==> config.mk <==
export PLATFORM = sky130hd
export DESIGN_NAME = key_event_decoder
export DESIGN_NICKNAME = d
export VERILOG_FILES = /design/src/rtl/key_pkg.sv /design/src/rtl/key_event_fsm.sv /design/src/rtl/key_event_decoder.sv
export SDC_FILE = /design/constraint.sdc
export NUM_CORES = 1
export LEC_CHECK = 0
export ABC_AREA = 0
export BUFFER_PORTS_ARGS = -buffer_cell sky130_fd_sc_hd__buf_2
export CORE_UTILIZATION = 55
export CTS_BUF_LIST = sky130_fd_sc_hd__clkbuf_4 sky130_fd_sc_hd__clkbuf_8
export CTS_CLUSTER_SIZE = 28
export DETAILED_ROUTE_END_ITERATION = 6
export PLACE_DENSITY = 0.82
export RECOVER_POWER = 100
export SKIP_LAST_GASP = 1
export SLEW_MARGIN = 5
export SYNTH_ARGS = -nofsm -noshare
export SYNTH_HDL_FRONTEND = slang
export SYNTH_SLANG_ARGS = --single-unit
==> constraint.sdc <==
create_clock -name Sys_CLK -period 4.4 [get_ports Sys_CLK]
set_input_delay 0.66 -clock Sys_CLK [delete_from_list [all_inputs] [get_ports Sys_CLK]]
set_output_delay 0.66 -clock Sys_CLK [all_outputs]
set_load 0.01 [all_outputs]
==> src/rtl/key_pkg.sv <==
// rtl/key_pkg.sv - shared state encoding and timer width for the key event decoder
package key_pkg;

  localparam int TIMER_W = 16;

  typedef enum logic [1:0] {
    IDLE  = 2'd0,
    PRESS = 2'd1,
    LONG  = 2'd2
  } key_state_e;

endpackage

==> src/rtl/key_event_fsm.sv <==
// rtl/key_event_fsm.sv - one key channel: press/release/long/repeat FSM with a tick timer
module key_event_fsm
  import key_pkg::*;
#(
  parameter int LONG_MS   = 1000,
  parameter int REPEAT_MS = 200
) (
  input  logic clk,
  input  logic rst,
  input  logic tick,
  input  logic level,
  output logic press_evt,
  output logic release_evt,
  output logic long_evt,
  output logic repeat_evt,
  output logic held
);

  localparam logic [TIMER_W-1:0] LONG_LAST   = TIMER_W'(LONG_MS - 1);
  localparam logic [TIMER_W-1:0] REPEAT_LAST = TIMER_W'(REPEAT_MS - 1);

  key_state_e         state;
  logic [TIMER_W-1:0] timer;

  always_ff @(posedge clk) begin
    if (rst) begin
      state       <= IDLE;
      timer       <= '0;
      press_evt   <= 1'b0;
      release_evt <= 1'b0;
      long_evt    <= 1'b0;
      repeat_evt  <= 1'b0;
      held        <= 1'b0;
    end else begin
      press_evt   <= 1'b0;
      release_evt <= 1'b0;
      long_evt    <= 1'b0;
      repeat_evt  <= 1'b0;
      if (tick && timer != '1) timer <= timer + TIMER_W'(1);

      // Release is tested before expiry so a release on the expiring tick suppresses long/repeat.
      case (state)
        IDLE: begin
          timer <= '0;
          if (!level) begin
            state     <= PRESS;
            press_evt <= 1'b1;
            held      <= 1'b1;
          end
        end
        PRESS: begin
          if (level) begin
            state       <= IDLE;
            release_evt <= 1'b1;
            held        <= 1'b0;
            timer       <= '0;
          end else if (tick && timer == LONG_LAST) begin
            state    <= LONG;
            long_evt <= 1'b1;
            timer    <= '0;
          end
        end
        LONG: begin
          if (level) begin
            state       <= IDLE;
            release_evt <= 1'b1;
            held        <= 1'b0;
            timer       <= '0;
          end else if (tick && timer == REPEAT_LAST) begin
            repeat_evt <= 1'b1;
            timer      <= '0;
          end
        end
        default: begin
          state <= IDLE;
          held  <= 1'b0;
          timer <= '0;
        end
      endcase
    end
  end

endmodule

==> src/rtl/key_event_decoder.sv <==
// rtl/key_event_decoder.sv - synchronizes key levels, shares a ms prescaler, fans out per-key FSMs
module key_event_decoder
  import key_pkg::*;
#(
  parameter int N_KEYS    = 2,
  parameter int CLK_DIV   = 50000,
  parameter int LONG_MS   = 1000,
  parameter int REPEAT_MS = 200
) (
  input  logic              Sys_CLK,
  input  logic              Sys_RST,
  input  logic [N_KEYS-1:0] Key_Level,
  output logic [N_KEYS-1:0] Key_Press,
  output logic [N_KEYS-1:0] Key_Release,
  output logic [N_KEYS-1:0] Key_Long,
  output logic [N_KEYS-1:0] Key_Repeat,
  output logic [N_KEYS-1:0] Key_Held
);

  localparam logic [TIMER_W-1:0] DIV_LAST = TIMER_W'(CLK_DIV - 1);

  logic [N_KEYS-1:0]  sync_meta;
  logic [N_KEYS-1:0]  sync_lvl;
  logic [TIMER_W-1:0] div_count;
  logic               tick;

  // Synchronizer resets to released so a held key produces a fresh press after reset.
  always_ff @(posedge Sys_CLK) begin
    if (Sys_RST) begin
      sync_meta <= '1;
      sync_lvl  <= '1;
    end else begin
      sync_meta <= Key_Level;
      sync_lvl  <= sync_meta;
    end
  end

  assign tick = (div_count == DIV_LAST);

  always_ff @(posedge Sys_CLK) begin
    if (Sys_RST)   div_count <= '0;
    else if (tick) div_count <= '0;
    else           div_count <= div_count + TIMER_W'(1);
  end

  for (genvar i = 0; i < N_KEYS; i++) begin : g_key
    key_event_fsm #(
      .LONG_MS  (LONG_MS),
      .REPEAT_MS(REPEAT_MS)
    ) u_fsm (
      .clk        (Sys_CLK),
      .rst        (Sys_RST),
      .tick       (tick),
      .level      (sync_lvl[i]),
      .press_evt  (Key_Press[i]),
      .release_evt(Key_Release[i]),
      .long_evt   (Key_Long[i]),
      .repeat_evt (Key_Repeat[i]),
      .held       (Key_Held[i])
    );
  end

endmodule

# After elaboration in Yosys (flattened, before gate mapping)
# Index checks and enable logic that the tools add are counted.
[totals]
reg_bits = 66
inputBits = 4
out_inout_bits = 10
wordCells = 106
[classes]
addsub = 3
eq_ne = 19
n_mux = 36
n_bitwise = 8
reduce_logical = 23
[op_table]
columns = ["cell", "n"]
rows = [
  ["$mux W16", 10],
  ["$pmux W16 S2", 2],
  ["$add A16 B1 Y16 const B", 3],
  ["$eq A16 B10 Y1 const B", 2],
  ["$eq A16 B8 Y1 const B", 2],
  ["$ne A16 B16 Y1 const B", 2],
  ["$eq A16 B16 Y1 const B", 1],
  ["$mux W2", 8],
  ["$reduce_or A2 Y1", 7],
  ["$mux W1", 12],
  ["$pmux W2 S3", 2],
  ["$reduce_or A3 Y1", 4],
  ["$ne A2 B2 Y1 const B", 4],
  ["$not A1 Y1", 8],
  ["$logic_and A1 B1 Y1", 6],
  ["$ne A3 B2 Y1 const B", 2],
  ["$reduce_and A3 Y1", 2],
  ["$eq A2 B1 Y1 const B", 2],
  ["$eq A2 B2 Y1 const B", 2],
  ["$logic_not A2 Y1", 2],
  ["$ne A2 B1 Y1 const B", 2],
  ["$pmux W1 S2", 2],
  ["$reduce_and A2 Y1", 2],
]

# Depth between registers and ports, before layout
# Gate-level depths: netlist of run 1.
[depth]
depth_word = 6
mapped_depth = 8
mapped_depth_nobuf = 7

# By module
# Synthesis of run 1 repeated with hierarchy kept, for this count alone.
[hier_totals]
hier_cells = 376
area_unflattened_um2 = 3428.3
[by_module_without_submodules]
columns = ["module", "n_inst", "cells_per_inst", "area_per_inst_um2", "seq_area_each_um2"]
rows = [
  ["key_event_fsm (g_key[0].u_fsm)", 1, 152, 1415.1, 460.4],
  ["key_event_fsm (g_key[1].u_fsm)", 1, 135, 1161.1, 460.4],
  ["key_event_decoder", 1, 89, 852.1, 400.4],
]

# Least setup slack after synthesis of run 1
# No wires, ideal clock.
[synth_timing]
path_type = "flip-flop to flip-flop"
startpoint = "reg div_count[0]"
endpoint = "reg g_key[0].u_fsm.timer[11]"
setup_time_ns = 0.071
arrival_time_ns = 1.855
required_time_ns = 4.329
setup_slack_ns = 2.475
path_stages_with_launch = 8
path_buffers = 1
synth_period_minus_slack_ns = 1.925
path_cell_list = "dfxtp_1 -> ha_1 -> and3_1 -> clkbuf_2 -> nand4_2 -> or3_4 -> or3_1 -> a21oi_1"
[synth_via]
elab_chain_cells = 6
word_cells_on_any_way = 10
cone_classes = "1 x eq/ne; 6 x mux; 3 x reduce/logical"
[synth_lines]
columns = ["element", "line_no", "source"]
rows = [
  ["start, declared", "key_event_decoder.sv:24", "logic [TIMER_W-1:0] div_count;"],
  ["start signal, assigned", "key_event_decoder.sv:43", "else div_count <= div_count + TIMER_W'(1);"],
  ["$eq A16 B16 Y1 *", "key_event_decoder.sv:38", "assign tick = (div_count == DIV_LAST);"],
  ["$logic_and A1 B1 Y1", "key_event_fsm.sv:39", "if (tick && timer != '1) timer <= timer + TIMER_W'(1);"],
  ["$mux W16", "key_event_fsm.sv:39", ""],
  ["$mux W16, on equally long branches", "key_event_fsm.sv:69, key_event_fsm.sv:57", ""],
  ["$mux W16, on equally long branches", "key_event_fsm.sv:64, key_event_fsm.sv:52", ""],
  ["$pmux W16 S2 *", "key_event_fsm.sv:42", "case (state)"],
  ["end signal, assigned", "key_event_fsm.sv:39", ""],
  ["end, declared", "key_event_fsm.sv:23", "logic [TIMER_W-1:0] timer;"],
]
# Every way passes the cells marked *; elsewhere a longest branch is shown, timed or not.
# A chain may end at the register's enable or synchronous reset.

# Worst setup path after layout of run 1
[layout_timing]
startpoint = "reg div_count[0]"
endpoint = "reg g_key[1].u_fsm.timer[7]"
[layout_via]
elab_chain_cells = 6
word_cells_on_any_way = 10
cone_classes = "1 x eq/ne; 6 x mux; 3 x reduce/logical"
[layout_lines]
columns = ["element", "line_no"]
rows = [
  ["$eq A16 B16 Y1 *", "key_event_decoder.sv:38"],
  ["$logic_and A1 B1 Y1", "key_event_fsm.sv:39"],
  ["$mux W16", "key_event_fsm.sv:39"],
  ["$mux W16, on equally long branches", "key_event_fsm.sv:69, key_event_fsm.sv:57"],
  ["$mux W16, on equally long branches", "key_event_fsm.sv:64, key_event_fsm.sv:52"],
  ["$pmux W16 S2 *", "key_event_fsm.sv:42"],
  ["end signal, assigned", "key_event_fsm.sv:39"],
  ["end, declared", "key_event_fsm.sv:23"],
]
# Marks and branches as above.

==> impl_summary.txt, run 1 <==
----------------------------------------------------
[Outcome]
  Result of the run ... completed

[Power]
  Leak pwr ... 1.079 nW
  Power consumption ... 1.097 mW
  Peak supply drop ... 174.6 uV
  Cell Pwr Density ... approximately 320 nW/um^2

[Worst hold path]
  Worst Hold Launch ... sync_meta[0]$_SDFF_PP1_
  Count of cells along the worst hold path ... 1
  Hold Crit Class ... reg -> reg
  Worst min-delay path endpoint ... sync_lvl[0]$_SDFF_PP1_

[Timing]
  Setup Total Neg Slack ... 0 ns
  Shortest clock period the worst path allows after layout ... just over 3 ns
  Hold Violations, Final ... 0
  Max-slew headroom ... 54.45%
  Period utilization ... around 69%
  Setup clock skew after layout ... around 0.008 ns
  Unrepaired setup endpoints after global routing ... no
  Tightest hold margin ... approximately 0.41 ns
  Setup Viol. Count Final ... 0
  Count of final max-slew check failures ... 0
  Transition time at the pin with the least slew margin ... just under 0.7 ns
  Fmax ... 0.3287 GHz

[Synthesis]
  Combined area of all synthesized cells ... approximately 3300 sq um
  Cell types occupying the most area after synthesis ... sky130_fd_sc_hd__dfxtp_1 (40%), sky130_fd_sc_hd__xnor2_1 (6.1%), sky130_fd_sc_hd__nor2_1 (5.1%), sky130_fd_sc_hd__a21oi_1 (3.6%), sky130_fd_sc_hd__ha_1 (3.4%)
  Part of the Yosys area used for sequential elements ... ~40%
  Post-Syn Instances ... around 380
  Flop and latch count out of synthesis ... 66
  Syn nets ... 396
  Count of cell types in the netlist ... 46
  Syn Area/Cell ... approximately 8.6 sq um
  Main synth FF type ... sky130_fd_sc_hd__dfxtp_1
  Area leader, netlist ... sky130_fd_sc_hd__dfxtp_1
  Synth top area share ... about 40%
  Warning count from the yosys run ... 0
  Number of synthesized flops with an enable pin ... 0
  Share of flip-flops with an asynchronous set or reset after synthesis ... 0%

[Die]
  Starting density of the core ... about three fifths
  Die Ht ... about 80 um
  Die width ... 79.40 um
  CORE AREA ... roughly 5600 sq um
  Full die area ... around 6300 sq um
  Boundary pin count ... 14
  Row count ... 27

[Clocking]
  Clock tree from TritonCTS ... done
  Post-CTS Resized ... 0
  TritonCTS Sinks ... 66
  Clock network latency to the later pin of the worst-skew pair ... between 0.3 and 0.4 ns
  Cts hold-fix bufs ... 0
  Clock Root Buffer ... sky130_fd_sc_hd__clkbuf_8
  Longest Clk Path Bufs ... 2
  Clock slew seen by the registers of the worst setup and hold paths ... roughly 0.070 ns
  Post-CTS setup-driven buffer insertion count ... 0
  H-tree level count ... 3
  CTS buffer count ... 9

[Worst setup path]
  Largest fanout of any net on the critical path ... 16
  CP Capture Type ... flop
  FF-to-FF End ... g_key[1].u_fsm.timer[7]$_SDFF_PP0_
  Worst reg2reg setup slack ... 1.36 ns
  Kind of launch point of the worst setup path ... flop
  Startpoint-to-endpoint class of the critical path ... reg -> reg
  Length in cells of the worst reg-to-reg path ... 6
  Source of the worst register-to-register timing path ... div_count[0]$_SDFF_PP0_
  Start point of the critical path ... div_count[0]$_SDFF_PP0_
  Arrival time worst endpoint ... between 3 and 4 ns
  Data required, critical path ... approximately 4.6 ns

[Global routing]
  Total gr overflow ... 0
  Antenna violations before repair ... 0
  Pin count of the biggest net entering global routing ... 18
  Number of global-route vias before repair ... ~2300
  First-pass GRT wire length ... 10430 um
  Combined global-route utilization of all metal layers ... a little over a fifth

[Job]
  Max-capacitance violation count ... 0

[Routing]
  Number of remaining DRC errors ... 0
  First-pass DRT Iterations ... 5
  Routed wire length per instance ... ~13 um
  Total number of vias ... approximately 2700
  Vias per std cell ... 5.835
  DRC violation total after the first TritonRoute iteration ... a little under 200
  Antenna-violating nets left ... 0
  Sum of routed wire length over all layers ... 6130 um

[Placement]
  Final estimated routing congestion in global placement ... 0.8092
  Total half-perimeter wirelength after legalization and detailed placement ... roughly 4200 um
  Placed cell area ... 3322 sq um
  Number of port buffers ... 13

[Cells and area]
  Number of antenna diodes ... 0
  Area growth syn-to-layout ... 5.203%
  Total non-filler cell area in the finished layout ... 3466 sq um
  Share of cells above drive strength 1 ... between 8 and 9%
  Fin nets ... roughly 400

----------------------------------------------------
## cells in the final DEF, fill, tap and decap left out, drive strengths merged, types with 4 or more instances in the layout
cell type	count
and4	10
nor3	17
nor2	45
or3	13
clkbuf	22
nor4	12
nor4b	5
nand4	15
nand3	20
xnor2	23
o21ai	17
a21oi	24
inv	14
ha	9
dfxtp	66
a21o	4
and3	7
or2	5
xor2	6
nand2	18
## cell families after synthesis
logic type,synth area share [%]
AOI/OAI and AO/OA,9.571
adders and majority gates,3.418
xor gates and xnor gates,7.710
muxes,0.3038
and+or+nand+nor,33.19
buffers and inverters,5.697
DFF,40.11
## synthesized netlist by cell type, drive strengths merged, types with 2 or more instances
| library cell | count |
|---|---|
| nor2b | 2 |
| and3 | 7 |
| a21oi | 24 |
| nand3 | 20 |
| or4 | 3 |
| or2 | 5 |
| nor4b | 5 |
| nor3 | 17 |
| buf | 13 |
| and4bb | 2 |
| o21ai | 17 |
| inv | 14 |
| and4 | 10 |
| nand2 | 18 |
| dfxtp | 66 |
| and2 | 2 |
| nand3b | 2 |
| and4b | 2 |
| a21o | 4 |
| xnor2 | 23 |
| nor2 | 45 |
| clkbuf | 11 |
| nor3b | 3 |
| o211ai | 3 |
| nor4 | 12 |
| nand4 | 15 |
| nand2b | 2 |
| xor2 | 6 |
| or3 | 13 |
| ha | 9 |
## worst max-delay path by stage
stage | cells past startpoint | to | slack (ns)
2_1_floorplan | 7 | g_key[0].u_fsm.timer[11]$_SDFF_PP0_ | 2.47
3_3_place_gp | 6 | g_key[1].u_fsm.timer[13]$_SDFF_PP0_ | 2.00
3_5_place_dp | 6 | g_key[1].u_fsm.timer[7]$_SDFF_PP0_ | 1.87
4_1_cts | 6 | g_key[1].u_fsm.timer[7]$_SDFF_PP0_ | 1.81
5_1_grt | 6 | g_key[1].u_fsm.timer[7]$_SDFF_PP0_ | 1.04
6_report | 6 | g_key[1].u_fsm.timer[7]$_SDFF_PP0_ | 1.36
## worst max-delay path, stage by stage (launching register included)
cell and delay, ns:
sky130_fd_sc_hd__dfxtp_1 0.40, sky130_fd_sc_hd__ha_1 0.21, sky130_fd_sc_hd__and3_1 0.30, sky130_fd_sc_hd__nand4_1 0.58, sky130_fd_sc_hd__nor4_1 0.77, sky130_fd_sc_hd__a21o_1 0.53
sky130_fd_sc_hd__nor2_1 0.10
## metal layers
layer	vias up	wire length [um]	global-route usage [%]
li1	1362	-	-
met4	0	144	10.73
met3	15	192	4.571
met2	53	2844	34.40
met5	-	0	0
met1	1254	2948	26.41
## final cells by class
| cell class | count | area [sq um] |
|---|---|---|
| clock buffer | 11 | 151.4 |
| clock inverter | 4 | 27.53 |
| fill | 484 | 2176 |
| inverter | 14 | 52.55 |
| multi-input combinational | 279 | 1764 |
| sequential | 66 | 1321 |
| tap | 72 | 90.09 |
| timing repair buffer | 14 | 58.81 |
## power breakdown
group | leakage [nW] | internal [mW] | switching (mW)
combinational | 0.461 | 0.0118 | 0.0175
clock | 0.0834 | 0.231 | 0.227
sequential | 0.534 | 0.605 | 0.00597
## metrics by stage
step                      instances  worst slack [ns]  utilization, %
final                           460             1.358           61.43
after CTS                       460             1.810           62.05
after detailed placement        445             1.872           58.88
after global placement          445             2.005           58.88
after floorplan                 383             2.475               -
after global routing            460             1.038           61.43
## registers in the layout, indices dropped and copies added, names as in the netlist
register,count
g_key.u_fsm.state,4
g_key.u_fsm.timer,32
sync_lvl,2
g_key.u_fsm.held,2
g_key.u_fsm.long_evt,2
g_key.u_fsm.press_evt,2
g_key.u_fsm.release_evt,2
sync_meta,2
div_count,16
g_key.u_fsm.repeat_evt,2
No activity file was read; power rests on OpenSTA's default activity.
==> inputs of run 2 (changes only) <==
--- a/config.mk
+++ b/config.mk
@@ -5,7 +5,7 @@
 export SDC_FILE = /design/constraint.sdc
 export NUM_CORES = 1
 export LEC_CHECK = 0
-export ABC_AREA = 0
+export ABC_AREA = 1
 export BUFFER_PORTS_ARGS = -buffer_cell sky130_fd_sc_hd__buf_2
 export CORE_UTILIZATION = 55
 export CTS_BUF_LIST = sky130_fd_sc_hd__clkbuf_4 sky130_fd_sc_hd__clkbuf_8
==> constraint.sdc (replaced) <==
create_clock -name Sys_CLK -period 3 [get_ports Sys_CLK]
set_input_delay 0.45 -clock Sys_CLK [delete_from_list [all_inputs] [get_ports Sys_CLK]]
set_output_delay 0.45 -clock Sys_CLK [all_outputs]
set_load 0.01 [all_outputs]
==> impl_summary.txt, run 2 <==
----------------------------------------------------
[Placement]
  Post-Place Cells ... 627
  Total half-perimeter wirelength after legalization and detailed placement ... 5793 um
  Number of port buffers ... 13
  Final estimated routing congestion in global placement ... around 0.93
  Post-place setup slack ... 1.062 ns

[Cells and area]
  Most common library cell in the layout ignoring fill and taps ... sky130_fd_sc_hd__nand2_1
  Area occupied by registers ... 1321 sq um
  Share of cells above drive strength 1 ... 6.890%
  Number of antenna diodes ... 0
  Area growth syn-to-layout ... 5.965%
  Top library cells by usage in the layout, fill and taps aside ... sky130_fd_sc_hd__nand2_1 (120), sky130_fd_sc_hd__nor2_1 (108), sky130_fd_sc_hd__inv_1 (67)
  Final Instance Count excl. Fillers ... roughly 640
  Most flop-heavy register ... g_key.u_fsm.timer
  Multi-input gate area ... around 2000 sq um
  Number of inserted filler cells in the final layout ... 599
  Fin nets ... ~570
  Max FFs per register ... 32
  Registers with the most flip-flops ... g_key.u_fsm.timer (32), div_count (16), g_key.u_fsm.state (4)

[Synthesis]
  Count of cell types in the netlist ... 37
  Share of flip-flops with an asynchronous set or reset after synthesis ... 0%
  Main synth FF type ... sky130_fd_sc_hd__dfxtp_1
  Syn Area/Cell ... 6.662 sq um
  Flop and latch count out of synthesis ... 66
  Top-count cell post-synth ... sky130_fd_sc_hd__nand2_1
  Warning count from the yosys run ... 0
  Syn nets ... approximately 560
  Part of the Yosys area used for sequential elements ... 35.99%
  Number of synthesized flops with an enable pin ... 0
  Synth cell count leaders ... sky130_fd_sc_hd__nand2_1 (116), sky130_fd_sc_hd__nor2_1 (107), sky130_fd_sc_hd__dfxtp_1 (66), sky130_fd_sc_hd__inv_1 (66), sky130_fd_sc_hd__nand3_1 (39)
  Combined area of all synthesized cells ... 3671 sq um
  Synth top area share ... between 30 and 40%
  Post-Syn Instances ... between 500 and 600
  Cell types occupying the most area after synthesis ... sky130_fd_sc_hd__dfxtp_1 (36%), sky130_fd_sc_hd__nand2_1 (12%), sky130_fd_sc_hd__nor2_1 (11%), sky130_fd_sc_hd__inv_1 (6.7%), sky130_fd_sc_hd__nand3_1 (5.3%)
  Area leader, netlist ... sky130_fd_sc_hd__dfxtp_1

[Global routing]
  First-pass GRT wire length ... about 14000 um
  Pin count of the biggest net entering global routing ... 16
  Total gr overflow ... 0
  Number of global-route vias before repair ... approximately 3400
  Combined global-route utilization of all metal layers ... 24.15%
  Antenna violations before repair ... 0

[Clocking]
  Cts hold-fix bufs ... 0
  TritonCTS Sinks ... 66
  Clock slew seen by the registers of the worst setup and hold paths ... about 0.08 ns
  Post-CTS Resized ... 0
  Post-CTS setup-driven buffer insertion count ... 0
  CTS buffer count ... 9
  Longest Clk Path Bufs ... 2
  H-tree level count ... 3
  Clock Root Buffer ... sky130_fd_sc_hd__clkbuf_8
  Clock tree from TritonCTS ... done
  Clock network latency to the later pin of the worst-skew pair ... between 0.3 and 0.4 ns

[Routing]
  Sum of routed wire length over all layers ... between 7000 and 8000 um
  Routed wire length per instance ... around 12 um
  Amount of wire on met2 after detailed routing ... approximately 3700 um
  DRT met1 WL ... 3412 um
  Number of remaining DRC errors ... 0
  Antenna-violating nets left ... 0
  Vias per std cell ... around 5.4
  Uppermost signal routing layer after detailed routing ... met4
  First-pass DRT Iterations ... 5
  DRC violation total after the first TritonRoute iteration ... around 180
  Detailed route wirelength on metal3 ... about 460 um
  Total number of vias ... 3489

[Power]
  Power consumption ... 1.721 mW
  Cell Pwr Density ... about 440 nW/um^2
  Leak pwr ... between 1 and 1.5 nW
  Peak supply drop ... roughly 350 uV

[Timing]
  Transition time at the pin with the least slew margin ... between 0.7 and 0.8 ns
  Fmax ... roughly 0.46 GHz
  Setup slack of the critical path after layout ... around 0.84 ns
  Max-slew headroom ... just over 50%
  Tightest hold margin ... roughly 0.27 ns
  Setup Total Neg Slack ... 0 ns
  Count of final max-slew check failures ... 0
  Setup Viol. Count Final ... 0
  Unrepaired setup endpoints after global routing ... no
  Shortest clock period the worst path allows after layout ... ~2.2 ns
  Hold Violations, Final ... 0
  Period utilization ... around 72%
  Setup clock skew after layout ... 0.01130 ns

[Worst setup path]
  Dominant delay contributor by cell family on the critical path ... simple AND/OR/NAND/NOR gates
  Arrival time worst endpoint ... around 2.4 ns
  Worst path bufs/invs ... 1
  Kind of launch point of the worst setup path ... flop
  Ordered list of cells on the worst path ... ha_1 -> nand3_1 -> nor2_1 -> inv_1 -> nor2_4 -> nand2_1 -> nand2_1 -> nand2_1 -> nand2_1 -> nor2_1
  Largest stage delay on the critical path ... between 0.3 and 0.4 ns
  Startpoint-to-endpoint class of the critical path ... reg -> reg
  Largest fanout of any net on the critical path ... 15
  Data required, critical path ... 3.24 ns
  CP most frequent cell ... sky130_fd_sc_hd__nand2_1
  CP Capture Type ... flop
  CP max-delay cell ... sky130_fd_sc_hd__nor2_4

[Die]
  Starting density of the core ... approximately 57%
  Boundary pin count ... 14
  Die width ... about 84 um
  Row count ... 29
  CORE AREA ... 6386 sq um
  Die Ht ... roughly 84 um
  Full die area ... 7006 sq um

[Outcome]
  Result of the run ... completed

[Worst hold path]
  Hold Crit Class ... in -> reg

[Job]
  Max-capacitance violation count ... 0

----------------------------------------------------
run 2: changes by cell type in the layout (fill, tap and decap cells not counted), sizes merged, moves of 10 or more:
| cell | previous run | this run |
|---|---|---|
| nand2 | 18 | 125 |
| nor2 | 45 | 112 |
| inv | 14 | 72 |
| xnor2 | 23 | 1 |
| nand3 | 20 | 41 |
| or3 | 13 | 0 |
| nor3 | 17 | 29 |
| and4 | 10 | 0 |
run 2: layout make-up:
type / instances / share of cell area (%)
multi-input cells: 399 / 50.18
flip-flops and latches: 66 / 33.97
inverters: 71 / 6.851
clock buffers: 9 / 3.184
well taps: 77 / 2.477
clock inverters: 7 / 1.930
repair buffers: 14 / 1.415
run 2: path summary, 6_finish.rpt:
path | start | end | slack (ns) | cells after the start
max | div_count[0]$_SDFF_PP0_ | g_key[1].u_fsm.timer[9]$_SDFF_PP0_ | 0.84 | 10
min | Key_Level[1] | sync_meta[1]$_SDFF_PP1_ | 0.27 | 2
min reg2reg | sync_meta[0]$_SDFF_PP1_ | sync_lvl[0]$_SDFF_PP1_ | 0.42 | 1
max reg2reg | div_count[0]$_SDFF_PP0_ | g_key[1].u_fsm.timer[9]$_SDFF_PP0_ | 0.84 | 10
run 2: per-stage QoR:
step / utilization, % / instance area [sq um]
2_1_floorplan: - / 3671
3_3_place_gp: 58.44 / 3732
3_5_place_dp: 58.44 / 3732
4_1_cts: 61.56 / 3931
5_1_grt: 60.91 / 3890
6_report: 60.91 / 3890
run 2: metal layers:
layer / track usage (%) / up-vias
met5: 0 / -
met1: 27.72 / 1589
li1: - / 1769
met3: 6.825 / 23
met2: 41.32 / 108
met4: 11.40 / 0
run 2: logic make-up after synthesis:
| kind of cell | after synthesis | synth area share (%) |
|---|---|---|
| DFF | 66 | 35.99 |
| and+or+nand+nor | 335 | 41.21 |
| buffers and inverters | 86 | 10.19 |
| adders and majority gates | 9 | 3.068 |
| xor gates and xnor gates | 16 | 3.817 |
| AOI/OAI and AO/OA | 39 | 5.726 |
run 2: report_power, final:
| part | switching, mW | total (mW) | leakage [nW] | internal (mW) |
|---|---|---|---|---|
| Sequential | 0.00836 | 0.897 | 0.534 | 0.889 |
| Clock | 0.374 | 0.763 | 0.104 | 0.389 |
| Combinational | 0.0390 | 0.0606 | 0.813 | 0.0216 |
| Total | 0.421 | 1.72 | 1.45 | 1.30 |
==> inputs of run 3 (changes only) <==
==> constraint.sdc (replaced) <==
create_clock -name Sys_CLK -period 2.26 [get_ports Sys_CLK]
set_input_delay 0.339 -clock Sys_CLK [delete_from_list [all_inputs] [get_ports Sys_CLK]]
set_output_delay 0.339 -clock Sys_CLK [all_outputs]
set_load 0.01 [all_outputs]
==> impl_summary.txt, run 3 (same netlist as run 2, synthesis figures left out) <==
----------------------------------------------------
[Outcome]
  Result of the run ... completed

[Routing]
  Number of remaining DRC errors ... 0
  Antenna-violating nets left ... 0
  Total number of vias ... between 3000 and 4000
  DRC violation total after the first TritonRoute iteration ... 170
  Vias per std cell ... approximately 5.3
  Sum of routed wire length over all layers ... 8182 um
  First-pass DRT Iterations ... 5
  Routed wire length per instance ... between 10 and 15 um

[Timing]
  Period utilization ... between 80% and 90%
  Setup slack of the critical path after layout ... 0.3283 ns
  Shortest clock period the worst path allows after layout ... about 1.9 ns
  Transition time at the pin with the least slew margin ... approximately 0.7 ns
  Max-slew headroom ... between 50% and 60%
  Setup clock skew after layout ... around 0.010 ns
  Hold Violations, Final ... 0
  Count of final max-slew check failures ... 0
  Setup Viol. Count Final ... 0
  Unrepaired setup endpoints after global routing ... no
  Setup Total Neg Slack ... 0 ns
  Fmax ... between 0.5 and 0.6 GHz

[Clocking]
  Clock tree from TritonCTS ... done
  Longest Clk Path Bufs ... 2
  Post-CTS Resized ... 0
  Post-CTS setup-driven buffer insertion count ... 0
  Cts hold-fix bufs ... 0
  Clock network latency to the later pin of the worst-skew pair ... about 0.35 ns
  CTS buffer count ... 9
  Clock Root Buffer ... sky130_fd_sc_hd__clkbuf_8
  TritonCTS Sinks ... 66
  Clock slew seen by the registers of the worst setup and hold paths ... 0.08 ns
  H-tree level count ... 3

[Placement]
  Number of port buffers ... 13
  Total half-perimeter wirelength after legalization and detailed placement ... about 6000 um
  Final estimated routing congestion in global placement ... between 0.9 and 1
  Post-place setup slack ... 0.3888 ns

[Global routing]
  Number of global-route vias before repair ... 3457
  Total gr overflow ... 0
  Combined global-route utilization of all metal layers ... around a quarter
  First-pass GRT wire length ... between 10000 and 15000 um
  Antenna violations before repair ... 0
  Pin count of the biggest net entering global routing ... 17

[Cells and area]
  Most flop-heavy register ... g_key.u_fsm.timer
  Fin nets ... roughly 580
  Registers with the most flip-flops ... g_key.u_fsm.timer (32), div_count (16), g_key.u_fsm.state (4)
  Area growth syn-to-layout ... 7.362%
  Max FFs per register ... 32
  Post-layout util ... between 60% and 70%
  Number of antenna diodes ... 0
  Top library cells by usage in the layout, fill and taps aside ... sky130_fd_sc_hd__nand2_1 (118), sky130_fd_sc_hd__nor2_1 (108), sky130_fd_sc_hd__inv_1 (67)
  Share of cells above drive strength 1 ... around 7.7%
  Most common library cell in the layout ignoring fill and taps ... sky130_fd_sc_hd__nand2_1

[Worst hold path]
  Count of cells along the worst hold path ... 2
  Worst min-delay path endpoint ... sync_meta[0]$_SDFF_PP1_
  Worst Hold Launch ... Key_Level[0]
  Hold Crit Class ... in -> reg

[Worst setup path]
  Kind of launch point of the worst setup path ... flop
  Startpoint-to-endpoint class of the critical path ... reg -> reg
  Largest fanout of any net on the critical path ... 7
  Data required, critical path ... approximately 2.5 ns
  Worst reg2reg setup slack ... between 0.3 and 0.4 ns
  Length in cells of the worst reg-to-reg path ... 10
  FF-to-FF End ... g_key[0].u_fsm.timer[2]$_SDFF_PP0_
  Arrival time worst endpoint ... ~2.2 ns
  CP Capture Type ... flop
  Source of the worst register-to-register timing path ... div_count[0]$_SDFF_PP0_

[Power]
  Peak supply drop ... roughly 1100 uV
  Leak pwr ... 1.473 nW
  Cell Pwr Density ... approximately 610 nW/um^2

[Die]
  Row count ... 29
  Die Ht ... ~84 um
  Starting density of the core ... roughly 57%
  Die width ... 83.70 um
  Boundary pin count ... 14
  CORE AREA ... 6386 sq um
  Full die area ... ~7000 sq um

[Job]
  Max-capacitance violation count ... 0

----------------------------------------------------
==> run 3: power by group <==
group	total [mW]	switching, mW	internal [mW]
combinational	0.0851	0.0552	0.0299
sequential	1.19	0.0110	1.18
clock	1.13	0.497	0.632
==> run 3: how the worst max path moves through the flow <==
stage	startpoint	endpoint	slack [ns]	cells after the start
floorplan	div_count[0]$_SDFF_PP0_	g_key[0].u_fsm.timer[11]$_SDFF_PP0_	0.69	10
global placement	div_count[0]$_SDFF_PP0_	g_key[1].u_fsm.timer[0]$_SDFF_PP0_	0.49	10
detailed placement	g_key[0].u_fsm.timer[0]$_SDFF_PP0_	g_key[0].u_fsm.timer[11]$_SDFF_PP0_	0.39	9
CTS	div_count[0]$_SDFF_PP0_	g_key[1].u_fsm.timer[10]$_SDFF_PP0_	0.37	10
global route	div_count[0]$_SDFF_PP0_	g_key[0].u_fsm.timer[14]$_SDFF_PP0_	0.11	10
finish	div_count[0]$_SDFF_PP0_	g_key[0].u_fsm.timer[2]$_SDFF_PP0_	0.33	10
==> run 3: per-layer routing <==
metal / GRT usage (%) / part of all wire, % / vias up / wire (um)
li1: - / - / 1771 / -
met4: 11.09 / 1.4 / 0 / 117
met2: 41.91 / 49 / 115 / 4015
met1: 28.66 / 43 / 1545 / 3549
met3: 7.715 / 6.1 / 17 / 500
met5: 0 / 0 / - / 0
==> run 3: worst max-delay path, cell delays in order, from the launching register on <==
cell and delay, ns:
sky130_fd_sc_hd__dfxtp_1 0.36, sky130_fd_sc_hd__ha_1 0.20, sky130_fd_sc_hd__nand2_1 0.11, sky130_fd_sc_hd__nor2_1 0.10, sky130_fd_sc_hd__nand3b_1 0.10, sky130_fd_sc_hd__nor2_1 0.27
sky130_fd_sc_hd__nand2_1 0.10, sky130_fd_sc_hd__nand2_1 0.18, sky130_fd_sc_hd__nand2_1 0.09, sky130_fd_sc_hd__nand2_1 0.22, sky130_fd_sc_hd__nor2_1 0.09
==> run 3: stage by stage <==
stage	area, sq um	hold slack, ns	power (mW)	cells
2_1_floorplan	3671	0.3895	1.286	551
3_3_place_gp	3747	0.3927	1.301	629
3_5_place_dp	3747	0.3943	1.305	629
4_1_cts	3974	0.1610	2.431	645
5_1_grt	3941	0.1594	2.490	645
6_report	3941	0.1709	2.405	645
==> run 3: cell type report <==
| class | instances | area [sq um] |
|---|---|---|
| sequential | 66 | 1321 |
| clock inverter | 7 | 102.6 |
| timing repair buffer | 16 | 70.07 |
| multi-input combinational | 399 | 1961 |
| tap | 77 | 96.34 |
| fill | 582 | 2445 |
| clock buffer | 9 | 123.9 |
| inverter | 71 | 266.5 |
